### src/rtl/seq_gen_pkg.sv
// Shared definitions for the serial pattern generator: FSM state
// encoding and the power-on marker pattern.
package seq_gen_pkg;

    typedef enum logic [1:0] {
        IDLE = 2'b00,
        SEND = 2'b01,
        GAP  = 2'b10,
        DONE = 2'b11
    } state_t;

    // Default sync/marker sequence loaded into the pattern register at reset.
    localparam logic [3:0] PAT_DEFAULT = 4'b1101;

endpackage

### src/rtl/seq_gen_shreg.sv
// Loadable left-shifting register. The MSB is the serial output; on each
// shift the vacated LSB is filled with 'fill'. Load has priority over shift.
import seq_gen_pkg::*;

module seq_gen_shreg #(
    parameter int W = 4
) (
    input  logic         clk,
    input  logic         rst,
    input  logic         load,
    input  logic         shift,
    input  logic [W-1:0] din,
    input  logic         fill,
    output logic         msb
);

    logic [W-1:0] sh_reg;

    // Shift register: load a new word or move one position towards the MSB.
    always_ff @(posedge clk or posedge rst) begin
        if (rst) begin
            sh_reg <= '0;
        end else if (load) begin
            sh_reg <= din;
        end else if (shift) begin
            sh_reg <= {sh_reg[W-2:0], fill};
        end
    end

    assign msb = sh_reg[W-1];

endmodule

### src/rtl/seq_pattern_gen.sv
// Serial bit-pattern transmitter. Latches a pattern on start and shifts it
// out MSB-first, repeating it repeat_cnt times (0 counts as 1) with an
// optional idle gap between repetitions, then pulses done.
// Optional build macro SEQ_GEN_PARITY_EN appends an even-parity bit to
// every repetition.
import seq_gen_pkg::*;

module seq_pattern_gen #(
    parameter int               PAT_W       = 4,
    parameter logic [PAT_W-1:0] PAT_DEFAULT = PAT_W'(seq_gen_pkg::PAT_DEFAULT),
    parameter int               CNT_W       = 8,
    parameter int               GAP_W       = 4
) (
    input  logic             clk,
    input  logic             rst,
    input  logic             start,
    input  logic             abort,
    input  logic [PAT_W-1:0] pattern,
    input  logic [CNT_W-1:0] repeat_cnt,
    input  logic [GAP_W-1:0] gap,
    output logic             out,
    output logic             out_valid,
    output logic             frame_start,
    output logic             busy,
    output logic             done
);

`ifdef SEQ_GEN_PARITY_EN
    localparam int NBITS = PAT_W + 1;
`else
    localparam int NBITS = PAT_W;
`endif
    localparam int BIT_W = $clog2(NBITS);
    localparam logic [BIT_W-1:0] BIT_LAST = BIT_W'(NBITS - 1);

    state_t           state_reg, state_next;
    logic [BIT_W-1:0] bit_reg, bit_next;          // bits left after the current one
    logic [CNT_W-1:0] rep_reg, rep_next;          // repetitions left after the current one
    logic [GAP_W-1:0] gap_cnt_reg, gap_cnt_next;  // gap cycles left after the current one
    logic [GAP_W-1:0] gap_len_reg, gap_len_next;
    logic [PAT_W-1:0] pat_reg, pat_next;
    logic             out_valid_reg, out_valid_next;
    logic             frame_start_reg, frame_start_next;
    logic             busy_reg, busy_next;
    logic             done_reg, done_next;

    logic             sh_load, sh_shift, sh_fill;
    logic [PAT_W-1:0] sh_din;

    // The shifter drives out directly; loading zeros parks out at 0 in
    // GAP/DONE/IDLE so out stays a registered signal.
    seq_gen_shreg #(.W(PAT_W)) u_shreg (
        .clk   (clk),
        .rst   (rst),
        .load  (sh_load),
        .shift (sh_shift),
        .din   (sh_din),
        .fill  (sh_fill),
        .msb   (out)
    );

`ifdef SEQ_GEN_PARITY_EN
    // Parity fills the LSB on every shift, so it reaches the MSB exactly
    // one cycle after the pattern LSB.
    assign sh_fill = ^pat_reg;
`else
    assign sh_fill = 1'b0;
`endif

    // State, counters, latched frame parameters and registered outputs.
    always_ff @(posedge clk or posedge rst) begin
        if (rst) begin
            state_reg       <= IDLE;
            bit_reg         <= '0;
            rep_reg         <= '0;
            gap_cnt_reg     <= '0;
            gap_len_reg     <= '0;
            pat_reg         <= PAT_DEFAULT;
            out_valid_reg   <= 1'b0;
            frame_start_reg <= 1'b0;
            busy_reg        <= 1'b0;
            done_reg        <= 1'b0;
        end else begin
            state_reg       <= state_next;
            bit_reg         <= bit_next;
            rep_reg         <= rep_next;
            gap_cnt_reg     <= gap_cnt_next;
            gap_len_reg     <= gap_len_next;
            pat_reg         <= pat_next;
            out_valid_reg   <= out_valid_next;
            frame_start_reg <= frame_start_next;
            busy_reg        <= busy_next;
            done_reg        <= done_next;
        end
    end

    // Next-state and next-output logic; outputs describe the coming cycle.
    always_comb begin
        state_next       = state_reg;
        bit_next         = bit_reg;
        rep_next         = rep_reg;
        gap_cnt_next     = gap_cnt_reg;
        gap_len_next     = gap_len_reg;
        pat_next         = pat_reg;
        out_valid_next   = 1'b0;
        frame_start_next = 1'b0;
        busy_next        = 1'b0;
        done_next        = 1'b0;
        sh_load          = 1'b0;
        sh_shift         = 1'b0;
        sh_din           = '0;

        case (state_reg)
            IDLE: begin
                if (start && !abort) begin
                    state_next       = SEND;
                    pat_next         = pattern;
                    gap_len_next     = gap;
                    rep_next         = (repeat_cnt == '0) ? '0 : repeat_cnt - CNT_W'(1);
                    bit_next         = BIT_LAST;
                    sh_load          = 1'b1;
                    sh_din           = pattern;
                    out_valid_next   = 1'b1;
                    frame_start_next = 1'b1;
                    busy_next        = 1'b1;
                end
            end
            SEND: begin
                if (abort) begin
                    state_next = IDLE;
                    sh_load    = 1'b1;
                end else if (bit_reg != '0) begin
                    bit_next       = bit_reg - BIT_W'(1);
                    sh_shift       = 1'b1;
                    out_valid_next = 1'b1;
                    busy_next      = 1'b1;
                end else if (rep_reg == '0) begin
                    state_next = DONE;
                    sh_load    = 1'b1;
                    done_next  = 1'b1;
                end else begin
                    rep_next = rep_reg - CNT_W'(1);
                    if (gap_len_reg == '0) begin
                        bit_next         = BIT_LAST;
                        sh_load          = 1'b1;
                        sh_din           = pat_reg;
                        out_valid_next   = 1'b1;
                        frame_start_next = 1'b1;
                        busy_next        = 1'b1;
                    end else begin
                        state_next   = GAP;
                        gap_cnt_next = gap_len_reg - GAP_W'(1);
                        sh_load      = 1'b1;
                        busy_next    = 1'b1;
                    end
                end
            end
            GAP: begin
                if (abort) begin
                    state_next = IDLE;
                end else if (gap_cnt_reg == '0) begin
                    state_next       = SEND;
                    bit_next         = BIT_LAST;
                    sh_load          = 1'b1;
                    sh_din           = pat_reg;
                    out_valid_next   = 1'b1;
                    frame_start_next = 1'b1;
                    busy_next        = 1'b1;
                end else begin
                    gap_cnt_next = gap_cnt_reg - GAP_W'(1);
                    busy_next    = 1'b1;
                end
            end
            DONE: begin
                state_next = IDLE;
            end
            default: begin
                state_next = IDLE;
            end
        endcase
    end

    assign out_valid   = out_valid_reg;
    assign frame_start = frame_start_reg;
    assign busy        = busy_reg;
    assign done        = done_reg;

endmodule
### config.mk
export PLATFORM = sky130hd
export DESIGN_NAME = seq_pattern_gen
export DESIGN_NICKNAME = d
export VERILOG_FILES = /design/src/rtl/seq_gen_pkg.sv /design/src/rtl/seq_gen_shreg.sv /design/src/rtl/seq_pattern_gen.sv
export SDC_FILE = /design/constraint.sdc
export NUM_CORES = 1
export LEC_CHECK = 0
export CAP_MARGIN = 20
export CORE_MARGIN = 2
export CORE_UTILIZATION = 55
export DETAILED_ROUTE_END_ITERATION = 6
export GPL_ROUTABILITY_DRIVEN = 0
export PLACE_DENSITY_LB_ADDON = 0.1
export REMOVE_ABC_BUFFERS = 1
export SLEW_MARGIN = 20
export SYNTH_ARGS = -nofsm -noshare
export SYNTH_HDL_FRONTEND = slang
export SYNTH_SLANG_ARGS = --single-unit
### constraint.sdc
create_clock -name clk -period 4.5 [get_ports clk]
set_input_delay 0.675 -clock clk [delete_from_list [all_inputs] [get_ports clk]]
set_output_delay 0.675 -clock clk [all_outputs]
set_load 0.05 [all_outputs]
# ---- Word-level counts from Yosys, hierarchy flattened
# Index checks and enable logic that the tools add are counted.
dict set report word_totals {
  inputBits 20
  reg_bits 32
  wordCells 114
}
dict set report classes {
  mux 65
  eq_ne 16
  reduce_logical 17
  n_addsub 5
}
# cell count
set ops {}
lappend ops {{$mux W4} 15}
lappend ops {{$mux W8} 5}
lappend ops {{$mux W2} 14}
lappend ops {{$mux W1} 22}
lappend ops {{$logic_not A8 Y1} 2}
lappend ops {{$ne A2 B2 Y1 const B} 8}
lappend ops {{$pmux W8 S2} 1}
lappend ops {{$sub A8 B1 Y8 const B} 2}
lappend ops {{$reduce_and A7 Y1} 2}
lappend ops {{$ne A3 B3 Y1 const B} 4}
lappend ops {{$pmux W1 S3} 4}
lappend ops {{$pmux W4 S3} 1}
lappend ops {{$logic_not A4 Y1} 2}
lappend ops {{$pmux W2 S4} 1}
lappend ops {{$pmux W4 S2} 1}
lappend ops {{$reduce_bool A2 Y1} 4}
lappend ops {{$sub A4 B1 Y4 const B} 2}
lappend ops {{$pmux W2 S3} 1}
lappend ops {{$reduce_and A5 Y1} 1}
lappend ops {{$eq A2 B2 Y1 const B} 2}
lappend ops {{$ne A4 B4 Y1 const B} 1}
lappend ops {{$reduce_and A4 Y1} 1}
lappend ops {{$reduce_bool A3 Y1} 1}
lappend ops {{$eq A2 B1 Y1 const B} 1}
lappend ops {{5 further kinds} 5}

# ---- Longest topological paths before layout
dict set report logic_depth {
  ltp_word 7
  depth_mapped 8
  mapped_depth_nobuf 7
}

# ---- Cells and area by module
# From an unflattened synthesis, not the netlist that was laid out.
dict set report unflattened {
  hier_cells 219
  area_unflattened_um2 1985.7
}
# module instances cells_each area_each_um2
set modules_own_cells {}
lappend modules_own_cells {seq_pattern_gen 1 201 1795.5}
lappend modules_own_cells {seq_gen_shreg 1 18 190.2}

# ---- Worst setup path before layout
# No wires, ideal clock.
dict set report synth_timing {
  path_kind {input -> register}
  startpoint {in repeat_cnt[5]}
  endpoint {reg rep_reg[4]}
  setup_time_ns 0.126
  path_stages 4
  slack_ns 2.415
  required_time_ns 4.374
  arrival_ns 1.959
  n_path_buf 0
  path_cell_list {or4_4 > o41ai_4 > nor2_2 > o32a_1}
}
dict set report synth_between {
  elab_chain_len 4
}
# item line_no
set synth_rtl {}
lappend synth_rtl {{start: declaration} seq_pattern_gen.sv:19} ;# input logic [CNT_W-1:0] repeat_cnt,
lappend synth_rtl {{$logic_not A8 Y1} seq_pattern_gen.sv:119} ;# rep_next = (repeat_cnt == '0) ? '0 : repeat_cnt - CNT_W'(1);
lappend synth_rtl {{$mux W8} seq_pattern_gen.sv:119}
lappend synth_rtl {{$mux W8} seq_pattern_gen.sv:115} ;# if (start && !abort) begin
lappend synth_rtl {{$pmux W8 S2} seq_pattern_gen.sv:113} ;# case (state_reg)
lappend synth_rtl {{end signal: assignment} seq_pattern_gen.sv:86} ;# rep_reg <= rep_next;
lappend synth_rtl {{end: declaration} seq_pattern_gen.sv:38} ;# logic [CNT_W-1:0] rep_reg, rep_next;
# No other way between the ends. The select of a mux whose other input is x is not followed.
# A chain may end at the register's enable or synchronous reset.

# ---- Worst setup path after layout
dict set report layout_timing {
  startpoint {reg rep_reg[0]}
  endpoint {reg rep_reg[5]}
}
dict set report layout_between {
  elab_chain_len 5
}
# item line_no
set layout_rtl {}
lappend layout_rtl {{$sub A8 B1 Y8} seq_pattern_gen.sv:142} ;# rep_next = rep_reg - CNT_W'(1);
lappend layout_rtl {{$mux W8} seq_pattern_gen.sv:137} ;# end else if (rep_reg == '0) begin
lappend layout_rtl {{$mux W8} seq_pattern_gen.sv:132} ;# end else if (bit_reg != '0) begin
lappend layout_rtl {{$mux W8} seq_pattern_gen.sv:129} ;# if (abort) begin
lappend layout_rtl {{$pmux W8 S2} seq_pattern_gen.sv:113}
# Parallel ways exist; a longest one is shown, timed or not. The select of a mux whose other input is x is not followed.

==> flow_summary.json <==
{
  "whs_endpoint": "pat_reg[0]$_DFFE_PP1P_",
  "cts.sinks": 32,
  "drive_gt1_frac": 0.142,
  "rsz0062_at_grt": "false",
  "grt_max_degree": 20,
  "worstMarginPinSlew_ns": 0.776,
  "r2r_setup_slack_ns": 2.00,
  "path_class": "reg2reg",
  "cts_resized": 0,
  "largest_reg_flops": 8,
  "cts_tree": "done",
  "yosys_register_bits": 32,
  "detail-route-antenna-nets": 0,
  "totalWireLength_microns": 3930,
  "power_mw": 1.30,
  "syn-cell-area_sq_um": 1910,
  "synth_edf_count": 0,
  "finalNonFillerCells": 272,
  "grt_pass1_vias": 1466,
  "via_per_inst": 5.93,
  "p_leak_nw": 0.930,
  "drt_iter0_markers": 107,
  "synth_cell_types": 46,
  "grt_overflow": 0,
  "avgSynthCellArea_sq_um": 9.58,
  "synthToLayoutAreaGrowth_pct": 17.8,
  "fmax_ghz": 0.399,
  "reg2reg_depth": 7,
  "ctsRootBufferMaster": "clkbuf_4",
  "drc_errors": 0,
  "hold-path-cell-count": 2,
  "io_pins": 25,
  "clk_path_buf_depth": 2,
  "skew_ns": 0.00785,
  "num_antenna_cells": 0,
  "m1WireLength_microns": 1630,
  "end_kind": "register",
  "ys.flop_type": "dfrtp_1",
  "hp-start": "pat_reg[0]$_DFFE_PP1P_",
  "cts_max_level": 2,
  "std_cell_rows": 21,
  "ys.warnings.count": 0,
  "max_slew_margin": 0.479,
  "setup-violations-final": 0,
  "async_flop_share": 1.00,
  "critPathArrivalTime_ns": 2.74,
  "track_usage": 0.210,
  "finalSetupTns_ns": 0,
  "power_density_nw_per_um2": 580,
  "fin_crit_ns": 2.50,
  "ir_worst_vdd_uv": 320,
  "maxCapViolations": 0,
  "via_count": 1614,
  "holdBufCountCts": 0,
  "path_clk_slew_ns": 0.09,
  "route.met3.wl_microns": 212,
  "cpPeakStageDelay_ns": 0.68,
  "port_buffers": 24,
  "dp_hpwl_microns": 2900,
  "path_cells": "inv_1 > ha_1 > nor3b_1 > nand2_1 > o21ai_1 > o21ai_0 > o21ai_0",
  "finalHoldViolations": 0,
  "fillCellCount": 276,
  "cts_made_buffers": 5,
  "core_sq_um": 3340,
  "finalCritPeriodShare": 0.556,
  "placed_cells": 264,
  "wl_per_cell_microns": 14.5,
  "crit_fanout": 13,
  "initial_utilization": 0.571,
  "firstDrtPassIters": 5,
  "r2r-start": "rep_reg[0]$_DFFE_PP0P_",
  "status": "complete, no violations",
  "antenna_found_initial": 0,
  "cpMostUsedCell": "o21ai_0",
  "fp.dieH_microns": 62.9,
  "drv_slew": 0,
  "met2WireLength_microns": 2040,
  "fin_nets": 250,
  "clk_latency_ns": 0.33,
  "required_ns": 4.74,
  "yosysSeqAreaShare": 0.422,
  "grt_pass1_wl_microns": 6580,
  "cts_setup_buffers": 0,
  "preCtsSetupSlack_ns": 1.74,
  "hold_path_class": "reg2reg",
  "top_layer": "met4",
  "synthCells": 199,
  "worstSetupStartpointType": "register",
  "r2r-end": "rep_reg[5]$_DFFE_PP0P_",
  "dieArea_sq_um": 3950,
  "fp.dieW_microns": 62.9,
  "slowest_stage": "o21ai_1",
  "worst_slack_ns": 2.00
}
==> report_power, final <==
part           switching, mW  internal (mW)
combinational          0.310          0.263
sequential             0.136          0.425
clock                 0.0911         0.0770
==> cells in the final DEF (no fill, tap or decap), types with 2 or more instances in the layout <==
| master | count |
|---|---|
| a21oi_1 | 10 |
| a22oi_1 | 3 |
| buf_4 | 2 |
| clkbuf_1 | 2 |
| clkbuf_4 | 5 |
| clkdlybuf4s50_1 | 24 |
| dfrtp_1 | 29 |
| dfstp_2 | 3 |
| ha_1 | 5 |
| inv_1 | 14 |
| mux2_2 | 10 |
| mux2i_1 | 10 |
| nand2_1 | 10 |
| nand2b_1 | 3 |
| nor2_1 | 20 |
| nor2b_1 | 3 |
| nor3_1 | 12 |
| nor3_2 | 2 |
| nor4_1 | 5 |
| o21a_1 | 2 |
| o21ai_0 | 15 |
| o21ai_1 | 2 |
| o22ai_1 | 2 |
| o32a_2 | 2 |
| o32ai_1 | 2 |
| o41ai_1 | 2 |
| or4_4 | 2 |
| xnor2_1 | 4 |
==> cells in the mapped netlist, types with 3 or more instances <==
master    instances  share of area
nand2_1          10          0.020
o21ai_0          16          0.042
nand2b_1          3         0.0098
mux2_2           10          0.059
nor4_1            5          0.016
buf_2             5          0.013
mux2i_1          10          0.052
a22oi_1           3          0.012
nor2_1           20          0.039
dfrtp_1          29           0.38
nor2b_1           3         0.0098
xnor2_1           4          0.018
ha_1              5          0.033
inv_1            14          0.028
nor3_1           12          0.031
a21oi_1          10          0.026
dfstp_2           3          0.041
==> kinds of logic (layout without fill, tap and decap cells) <==
group	after synthesis	count (layout)	share of synthesized area
simple gates	67	67	0.188
compound gates	49	49	0.178
flops	32	32	0.422
buf+inv	21	48	0.0446
mux	20	20	0.112
fa+ha+maj	5	5	0.0328
xor+xnor	5	5	0.0230
==> how the worst max path moves through the flow <==
stage                                  end  slack [ns]  cells past startpoint              startpoint
floorplan           bit_reg[0]$_DFFE_PP0P_        2.22                      4                   abort
global placement    rep_reg[4]$_DFFE_PP0P_        1.84                      5           repeat_cnt[4]
detailed placement  rep_reg[5]$_DFFE_PP0P_        1.74                      5                   abort
CTS                 rep_reg[5]$_DFFE_PP0P_        1.73                      7  rep_reg[1]$_DFFE_PP0P_
global route        rep_reg[5]$_DFFE_PP0P_        1.86                      7  rep_reg[0]$_DFFE_PP0P_
finish              rep_reg[5]$_DFFE_PP0P_        2.00                      7  rep_reg[0]$_DFFE_PP0P_
==> metrics by stage <==
| stage | utilization | hold WS, ns | cell area (sq um) |
|---|---|---|---|
| after floorplan | - | 0.463 | 1870 |
| after global placement | 0.655 | 0.478 | 2190 |
| after detailed placement | 0.655 | 0.481 | 2190 |
| after CTS | 0.673 | 0.499 | 2250 |
| after global routing | 0.673 | 0.521 | 2250 |
| final | 0.673 | 0.499 | 2250 |
==> metal layers <==
layer / up-vias / global-route usage
met1: 765 / 0.261
met3: 10 / 0.0505
met4: 0 / 0.0639
li1: 779 / -
met5: - / 0
met2: 60 / 0.359
==> cell type report <==
cell class,instances,area (sq um),share of cell area
clock buffer,8,58.8,0.0262
inverter,14,52.6,0.0234
multi-input combinational,146,1020,0.453
sequential,32,805,0.358
tap,46,57.6,0.0256
timing repair buffer,26,255,0.114
==> worst max-delay path: cells and delay by family, from the launching register on <==
kind | cells | cell delay, ns
flops | 1 | 0.42
compound gates | 3 | 1.06
buf+inv | 1 | 0.10
fa+ha+maj | 1 | 0.21
simple gates | 2 | 0.64
Power figures use the tool's default switching activity.
